`src/rtl/npu_pkg.sv`:
```
// Shared NPU types: feeder FSM state encoding and the signed activation type.
package npu_pkg;

  localparam int ACT_WIDTH = 8;

  typedef enum logic [2:0] {
    IDLE,
    CLEAR,
    STREAM,
    DRAIN,
    DONE
  } feeder_state_e;

  typedef logic signed [ACT_WIDTH-1:0] act_t;

endpackage

```
`src/rtl/skew_delay_line.sv`:
```
// DEPTH-stage register chain carrying {valid,data}; DEPTH=0 degenerates to a wire.
module skew_delay_line #(
  parameter int DEPTH = 1,
  parameter int WIDTH = 9
) (
  input  logic             clk,
  input  logic             rst_n,
  input  logic             flush,
  input  logic [WIDTH-1:0] head,
  output logic [WIDTH-1:0] tail
);

  if (DEPTH == 0) begin : g_wire
    logic sig_unused;
    assign sig_unused = ^{clk, rst_n, flush};
    assign tail = head;
  end else begin : g_chain
    logic [WIDTH-1:0] stage [DEPTH];

    always_ff @(posedge clk or negedge rst_n) begin
      if (!rst_n) begin
        for (int i = 0; i < DEPTH; i++) stage[i] <= '0;
      end else if (flush) begin
        for (int i = 0; i < DEPTH; i++) stage[i] <= '0;
      end else begin
        stage[0] <= head;
        for (int i = 1; i < DEPTH; i++) stage[i] <= stage[i-1];
      end
    end

    assign tail = stage[DEPTH-1];
  end

endmodule

```
`src/rtl/systolic_row_feeder.sv`:
```
// Activation feeder for the PE array: accepts ROWS-wide vectors, skews row r by r cycles,
// and sequences clear/stream/drain for one accumulation pass.
module systolic_row_feeder
  import npu_pkg::*;
#(
  parameter  int ROWS       = 8,
  parameter  int DATA_WIDTH = 8,
  parameter  int MAX_LEN    = 256,
  localparam int LEN_W      = $clog2(MAX_LEN + 1)
) (
  input  logic                       clk,
  input  logic                       rst_n,
  input  logic                       start,
  input  logic                       abort,
  input  logic [LEN_W-1:0]           vec_len,
  input  logic                       in_valid,
  output logic                       in_ready,
  input  logic [ROWS*DATA_WIDTH-1:0] in_data,
  output logic [ROWS*DATA_WIDTH-1:0] pe_data,
  output logic [ROWS-1:0]            pe_enable,
  output logic                       pe_clear_acc,
  output logic                       busy,
  output logic                       done,
  output feeder_state_e              dbg_state
);

  localparam int DRAIN_W = (ROWS > 1) ? $clog2(ROWS) : 1;

  feeder_state_e state, next_state;
  logic [LEN_W-1:0] len_q, accept_cnt, len_sat;
  logic [DRAIN_W-1:0] drain_cnt;
  logic accept, flush, launch;
  logic row_valid;
  logic [ROWS*DATA_WIDTH-1:0] row_data;

  // Handshake: a vector transfers in any cycle where in_valid && in_ready; in_ready depends
  // only on state (high throughout STREAM), never on in_valid.
  assign accept  = in_valid && in_ready;
  assign flush   = abort && (state != IDLE);
  assign launch  = (state == IDLE) && start && !abort;
  assign len_sat = (vec_len > LEN_W'(MAX_LEN)) ? LEN_W'(MAX_LEN) : vec_len;
  assign dbg_state = state;

  always_ff @(posedge clk or negedge rst_n) begin
    if (!rst_n) state <= IDLE;
    else        state <= next_state;
  end

  always_comb begin
    next_state   = state;
    in_ready     = 1'b0;
    pe_clear_acc = 1'b0;
    done         = 1'b0;
    busy         = (state != IDLE);
    case (state)
      IDLE:   if (launch) next_state = CLEAR;
      CLEAR: begin
        pe_clear_acc = 1'b1;
        next_state   = (len_q == '0) ? DONE : STREAM;
      end
      STREAM: begin
        in_ready = 1'b1;
        if (accept && (accept_cnt == len_q - LEN_W'(1))) next_state = DRAIN;
      end
      DRAIN:  if (drain_cnt == DRAIN_W'(ROWS - 1)) next_state = DONE;
      DONE: begin
        done       = 1'b1;
        next_state = IDLE;
      end
      default: next_state = IDLE;
    endcase
    if (flush) next_state = IDLE;
  end

  always_ff @(posedge clk or negedge rst_n) begin
    if (!rst_n) begin
      len_q      <= '0;
      accept_cnt <= '0;
      drain_cnt  <= '0;
    end else begin
      if (launch) begin
        len_q      <= len_sat;
        accept_cnt <= '0;
      end else if (flush) begin
        accept_cnt <= '0;
      end else if ((state == STREAM) && accept) begin
        accept_cnt <= accept_cnt + LEN_W'(1);
      end
      if ((state == DRAIN) && !flush) drain_cnt <= drain_cnt + DRAIN_W'(1);
      else                            drain_cnt <= '0;
    end
  end

  // Common input stage; non-accept cycles inject a zeroed bubble so disabled rows read 0.
  always_ff @(posedge clk or negedge rst_n) begin
    if (!rst_n) begin
      row_valid <= 1'b0;
      row_data  <= '0;
    end else if (flush) begin
      row_valid <= 1'b0;
      row_data  <= '0;
    end else begin
      row_valid <= accept;
      row_data  <= accept ? in_data : '0;
    end
  end

  for (genvar r = 0; r < ROWS; r++) begin : g_row
    logic [DATA_WIDTH:0] tail;

    skew_delay_line #(
      .DEPTH(r),
      .WIDTH(DATA_WIDTH + 1)
    ) u_skew (
      .clk  (clk),
      .rst_n(rst_n),
      .flush(flush),
      .head ({row_valid, row_data[r*DATA_WIDTH +: DATA_WIDTH]}),
      .tail (tail)
    );

    assign pe_enable[r]                        = tail[DATA_WIDTH];
    assign pe_data[r*DATA_WIDTH +: DATA_WIDTH] = tail[DATA_WIDTH-1:0];
  end

endmodule
```
`config.mk`:
```
export PLATFORM = sky130hd
export DESIGN_NAME = systolic_row_feeder
export DESIGN_NICKNAME = d
export VERILOG_FILES = /design/src/rtl/npu_pkg.sv /design/src/rtl/skew_delay_line.sv /design/src/rtl/systolic_row_feeder.sv
export SDC_FILE = /design/constraint.sdc
export NUM_CORES = 1
export LEC_CHECK = 0
export ABC_CLOCK_PERIOD_IN_PS = 1800
export CAP_MARGIN = 5
export CORE_ASPECT_RATIO = 1.1
export CORE_MARGIN = 4
export CORE_UTILIZATION = 49
export CTS_CLUSTER_SIZE = 10
export DETAILED_ROUTE_END_ITERATION = 8
export PLACE_DENSITY = 0.79
export SYNTH_ARGS = -nofsm -noshare
export SYNTH_HDL_FRONTEND = slang
export SYNTH_SLANG_ARGS = --single-unit
```
`constraint.sdc`:
```
create_clock -name clk -period 1.8 [get_ports clk]
set_input_delay 0.27 -clock clk [delete_from_list [all_inputs] [get_ports clk]]
set_output_delay 0.27 -clock clk [all_outputs]
set_load 0.02 [all_outputs]
```
### Word level (Yosys, flattened, before mapping)

Index checks and enable logic that the tools add are counted.

* reduce and logical (&&, ||, !) cells: 14
* order comparisons: 1
* eq/ne operators: 9
* add/sub/neg operators: 3
* mux-type cells: 24

Operator list (number)
* 64-bit 2-to-1 mux: 2
* 63-bit 2-to-1 mux: 1
* 54-bit 2-to-1 mux: 1
* 45-bit 2-to-1 mux: 1
* 9-bit 2-to-1 mux: 5
* 36-bit 2-to-1 mux: 1
* 27-bit 2-to-1 mux: 1
* 18-bit 2-to-1 mux: 1
* 3-bit 2-to-1 mux: 6
* 3-bit case mux with 4 select lines: 1
* 9-bit by 1-bit adder with 9-bit output, second input constant: 1
* 9-bit == test: 1
* 9-bit greater-than comparator, second input constant: 1
* 9-bit logical NOT: 1
* 3-bit inequality test, second input constant: 3
* 9-bit by 1-bit subtractor with 9-bit output, second input constant: 1
* 1-bit logical AND: 7
* 3-bit by 2-bit == test with 1-bit output, second input constant: 2
* 3-bit == test, second input constant: 2
* 3-bit nonzero test: 2
* 1-bit 2-to-1 mux: 4
* 3-bit by 1-bit adder with 3-bit output, second input constant: 1
* 3-bit by 1-bit == test with 1-bit output, second input constant: 1
* 3-bit logical NOT: 1
* 2 further kinds: 3

* flip-flop bits (word level): 341
* output and inout bits: 79
* bits of input ports: 78

### Logic depth before layout (Yosys ltp)

* depth in word-level cells: 7
* gate-level depth with buffers: 7

### Hierarchy

From an unflattened synthesis, not the netlist that was laid out.

* cells, all modules: 879
* area, all modules: 12021.5 um^2

Modules (own cells, without submodules)
* systolic_row_feeder: area an instance 3485.8 um^2, sequential area each 2227.1 um^2, times used 1, cells each 291
* skew_delay_line (g_row[7].u_skew): area an instance 2068.2 um^2, sequential area each 1576.5 um^2, times used 1, cells each 141
* skew_delay_line (g_row[6].u_skew): area an instance 1781.7 um^2, sequential area each 1351.3 um^2, times used 1, cells each 122
* skew_delay_line (g_row[5].u_skew): area an instance 1495.2 um^2, sequential area each 1126.1 um^2, times used 1, cells each 103
* skew_delay_line (g_row[4].u_skew): area an instance 1242.4 um^2, sequential area each 900.9 um^2, times used 1, cells each 84
* skew_delay_line (g_row[3].u_skew): area an instance 952.2 um^2, sequential area each 675.6 um^2, times used 1, cells each 65
* skew_delay_line (g_row[2].u_skew): area an instance 646.9 um^2, sequential area each 450.4 um^2, times used 1, cells each 46
* skew_delay_line (g_row[1].u_skew): area an instance 281.5 um^2, sequential area each 225.2 um^2, times used 1, cells each 18
* skew_delay_line (g_row[0].u_skew): area an instance 67.6 um^2, sequential area each 0.0 um^2, times used 1, cells each 9

### Worst setup path before layout

OpenSTA, ideal clock, no wires.

* kind: register to register
* start point: register state[0] (netlist: dbg_state[0])
* end point: register row_data[14]
* slack: -0.165 ns
* clock period less this slack: 1.965 ns
* cell stages (with the launch flop): 8
* library setup time: 0.066 ns
* data arrival time: 1.899 ns
* required time: 1.734 ns
* buffers on the path: 3
* cells stage by stage: dfrtp_1 > clkbuf_1 > nor3b_2 > nand2_1 > nor2_1 > buf_2 > clkbuf_1 > and2_1

* word-level cells in the longest chain between the ends: 5

Ends and longest elaborated chain
* start: declaration: RTL line systolic_row_feeder.sv:29 `feeder_state_e state, next_state;`
* start signal: assignment: RTL line systolic_row_feeder.sv:46 `else state <= next_state;`
* 3-bit by 2-bit == test with 1-bit output: RTL line systolic_row_feeder.sv:55 `case (state)`
* 1-bit 2-to-1 mux: RTL line systolic_row_feeder.sv:55
* via in_ready: RTL line systolic_row_feeder.sv:17 `output logic in_ready,`
* 1-bit logical AND: RTL line systolic_row_feeder.sv:38 `assign accept = in_valid && in_ready;`
* 64-bit 2-to-1 mux: RTL line systolic_row_feeder.sv:104 `row_data <= accept ? in_data : '0;`
* 64-bit 2-to-1 mux: RTL line systolic_row_feeder.sv:99 `end else if (flush) begin`
* end signal: assignment: RTL line systolic_row_feeder.sv:104
* end: declaration: RTL line systolic_row_feeder.sv:34 `logic [ROWS*DATA_WIDTH-1:0] row_data;`

The timed path passes the listed nets, and every way through them passes these cells.
A chain may end at the register's enable or synchronous reset.

### Worst setup path in the final report

* start point: register state[2] (netlist: dbg_state[2])
* end point: output busy

* word-level cells in the longest chain between the ends: 1

Ends and longest elaborated chain
* 3-bit nonzero test: RTL line systolic_row_feeder.sv:54 `busy = (state != IDLE);`
* end: declaration: RTL line systolic_row_feeder.sv:22 `output logic busy,`

No other way between the ends.

==> results.toml <==
[floorplanning]
floorplan.initialDensity_pct = 50.3
die_h_um = 167
row_count = 57
die_w_um = 152
core_um2 = 22300
io_pins = 157
dieArea_um2 = 25400

[power_and_ir_drop]
p_per_area_nw_per_um2 = 1160
p_comb_share_pct = 13.8
pwr-share-clk_pct = 39.0
swShare_pct = 23.9
pwr-share-seq_pct = 47.2
power.switching_mw = 3.90
p_int_mw = 12.4
vdd_drop_max_mv = 0.753
leakage_nw = 7.02

[critical_path]
crit_buf_inv = 2
path_common_cell = "buf_6"
crit_chain = "or3_4 > buf_6 > buf_6"
crit_type = "flip-flop to output pin"
crit_arrival_ns = 1.54
crit_family = "flip-flops"
cp-start-kind = "flip-flop"
cp_slowest_cell = "dfrtp_2"
worstPathRequired_ns = 1.53
critical-path-max-stage-delay_ns = 0.40
critPathMaxFanout = 2
worst_setup_path_end_kind = "output pin"

[yosys]
synth_ff_type = "dfrtp_1"
synth_edf_count = 0
syn_inst = 830
synthTopCellsByArea = "dfrtp_1 71%, and2_1 17%, buf_4 3.9%, clkbuf_1 1.1%, xor2_1 0.70%"
async_flop_share_pct = 100
avgSynthCellArea_um2 = 13.5
synth.distinct_cells = 46
syn_nets = 912
yosys.area.top_type_share_pct = 71.3
synth_warnings = 0
yosysSeqAreaShare_pct = 71.3
ys_ff_latch = 320
netlist_area_um2 = 11200
yosys.area.top_type = "dfrtp_1"

[timing]
slew_headroom_pct = 67.7
setup-violations-final = 1
fin_crit_sh_pct = 101
worstMarginPinSlew_ns = 0.484
setup_slack_ns = -0.0137
fin_skew_ns = 0.00735
rsz0062_at_grt = "yes"
fmax_mhz = 551
slew_violations = 0
period_minus_slack_ns = 1.81
fin_hold_ws_ns = 0.296
timing_hold_violations_final = 0

[global_route]
grt_pass1_vias = 5931
met3_usage_pct = 4.80
grt-ovfl-total = 0
antenna_found_initial = 1
grt_pass1_wl_mm = 28.5
grt_usage_pct = 13.6
grt_start_max_net_pins = 84
grtUsageMet2_pct = 23.4
top_usage_layer = "met2"
met1_usage_pct = 15.6

[clock_network]
htree_levels = 2
clockBufferDepth = 3
insertion_delay_ns = 0.50
numCtsBuffers = 38
clk_pin_slew_ns = 0.05
cts-root-buf = "clkbuf_16"
cts_tree = "built"
cts_sinks = 320

[route]
num_vias = 5736
drc_errors = 0
vias_per_cell = 4.51
drt_iter0_drc = 296
dr.pass1.iters = 4
routed_wl_mm = 16.8
ant_nets = 0
avgRoutedWirePerCell_um = 13.2

[min_path]
hold_path.class = "input pin to asynchronous set/reset pin"

[placed_design]
dp_hpwl_mm = 10.7
port_buffers = 156
gp_congestion = 0.825
dp_slack_ns = 0.00291

[cells_and_area]
fin_nets = 1053
n_fill_cell = 1667
syn_to_final_growth_pct = 25.2
drive_gt1_share_pct = 10.7

[flow_run]
maxCapViolCount = 0

[status]
status = "finished with violations"
violations = "setup timing"
[cell usage after synthesis (2+ instances only)]
library cell	count
ha_1	4
nand2b_1	10
dfrtp_1	320
nor2_1	18
or4_1	2
and3_1	3
nand2_1	14
nor2b_1	2
xor2_1	9
o21ai_0	8
o21ai_1	2
nor3_1	3
nand3_1	5
and2_1	298
a21oi_1	2
inv_1	3
buf_4	59
nor3b_1	2
clkbuf_1	32
xnor2_1	8
[sequential cells by signal (all words and copies together) (netlist names)]
name and flops:
drain_cnt 3, row_data 64, g_row.u_skew.g_chain.stage 168, dbg_state 3
len_q 9, g_row.u_skew.tail 63, row_valid 1, accept_cnt 9
[power by group through the flow]
stage,combinational [mW],clock (mW),sequential [mW]
final,2.25,6.35,7.68
after global routing,2.51,6.87,7.71
after CTS,2.13,6.53,7.68
after floorplan,1.19,0,7.83
after detailed placement,2.14,0,7.80
after global placement,2.09,0,7.78
[path summary, 6_finish.rpt]
check / startpoint / endpoint / slack (ns) / depth (start not counted)
min in group clk: in_data[56] / row_data[56] / 0.32 / 2
max in group asynchronous: rst_n / g_row[2].u_skew.tail[6] / 0.86 / 3
setup reg to reg: len_q[0] / dbg_state[0] / 0.07 / 7
hold / removal: rst_n / g_row[4].u_skew.tail[3] / 0.30 / 2
hold reg to reg: drain_cnt[0] / drain_cnt[0] / 0.43 / 1
setup / recovery: dbg_state[2] / busy / -0.01 / 3
[cells in the final DEF (no fill, tap or decap), types with 2 or more instances in the layout]
| cell | n |
|---|---|
| dfrtp_2 | 3 |
| xnor2_1 | 7 |
| nand2_4 | 2 |
| clkbuf_1 | 2 |
| nor2_1 | 16 |
| dlygate4sd2_1 | 3 |
| nor3_2 | 2 |
| inv_6 | 2 |
| clkbuf_16 | 38 |
| and2_1 | 298 |
| and3_1 | 3 |
| o21ai_0 | 7 |
| buf_4 | 25 |
| nand2_1 | 13 |
| o21ai_1 | 3 |
| nor3_1 | 2 |
| a21oi_1 | 2 |
| clkdlybuf4s50_1 | 148 |
| dfrtp_1 | 317 |
| nand2b_1 | 10 |
| nor2_4 | 2 |
| buf_12 | 10 |
| nor2b_1 | 2 |
| buf_2 | 3 |
| xor2_1 | 9 |
| ha_1 | 4 |
| nand3_1 | 5 |
| buf_6 | 3 |
| inv_1 | 3 |
[kinds of logic (layout without fill, tap and decap cells)]
logic type / after synthesis / count (layout) / synth area share [%]
simple gates: 370 / 370 / 20.2
flops: 320 / 320 / 71.3
buf+inv: 96 / 242 / 5.26
compound gates: 21 / 21 / 1.20
xor+xnor: 17 / 17 / 1.33
fa+ha+maj: 4 / 4 / 0.446
mux: 2 / 2 / 0.223
other cells: 0 / 1 / 0
[layer usage]
layer,up-vias,share of wire [%]
li1,2771,-
met1,2782,38
met2,147,52
met3,36,7.5
met4,0,2.9
met5,-,0
[layout make-up]
type | count | area (um^2) | area share (%)
repair buffers | 194 | 1970 | 14.0
diodes | 1 | 2.50 | 0.0178
multi-input cells | 414 | 2680 | 19.1
clock inverters | 4 | 42.5 | 0.303
inverters | 3 | 11.3 | 0.0801
well taps | 295 | 369 | 2.63
clock buffers | 41 | 972 | 6.91
flip-flops and latches | 320 | 8010 | 57.0
[metrics by stage]
stage / power [mW] / instance area, um^2 / utilization, % / setup TNS (ns) / std cells
after floorplan: 9.02 / 11200 / - / -0.0171 / 830
after global placement: 9.87 / 13000 / 58.2 / 0 / 1221
after detailed placement: 9.94 / 13000 / 58.2 / 0 / 1221
after CTS: 16.4 / 14000 / 62.7 / -0.0698 / 1267
after global routing: 17.1 / 14100 / 63.0 / -0.124 / 1272
final: 16.3 / 14100 / 63.0 / -0.0137 / 1272
[timing repair]
item | CTS | global route
cloned | 0 | 0
hold buffers | 1 | 0
buffers inserted | 0 | 4
pin swaps | 0 | 5
endpoints found under the setup margin | 8 | 11
hold endpoints to repair | 47 | 0
resized for setup | 23 | 10
Power figures use the tool's default switching activity.
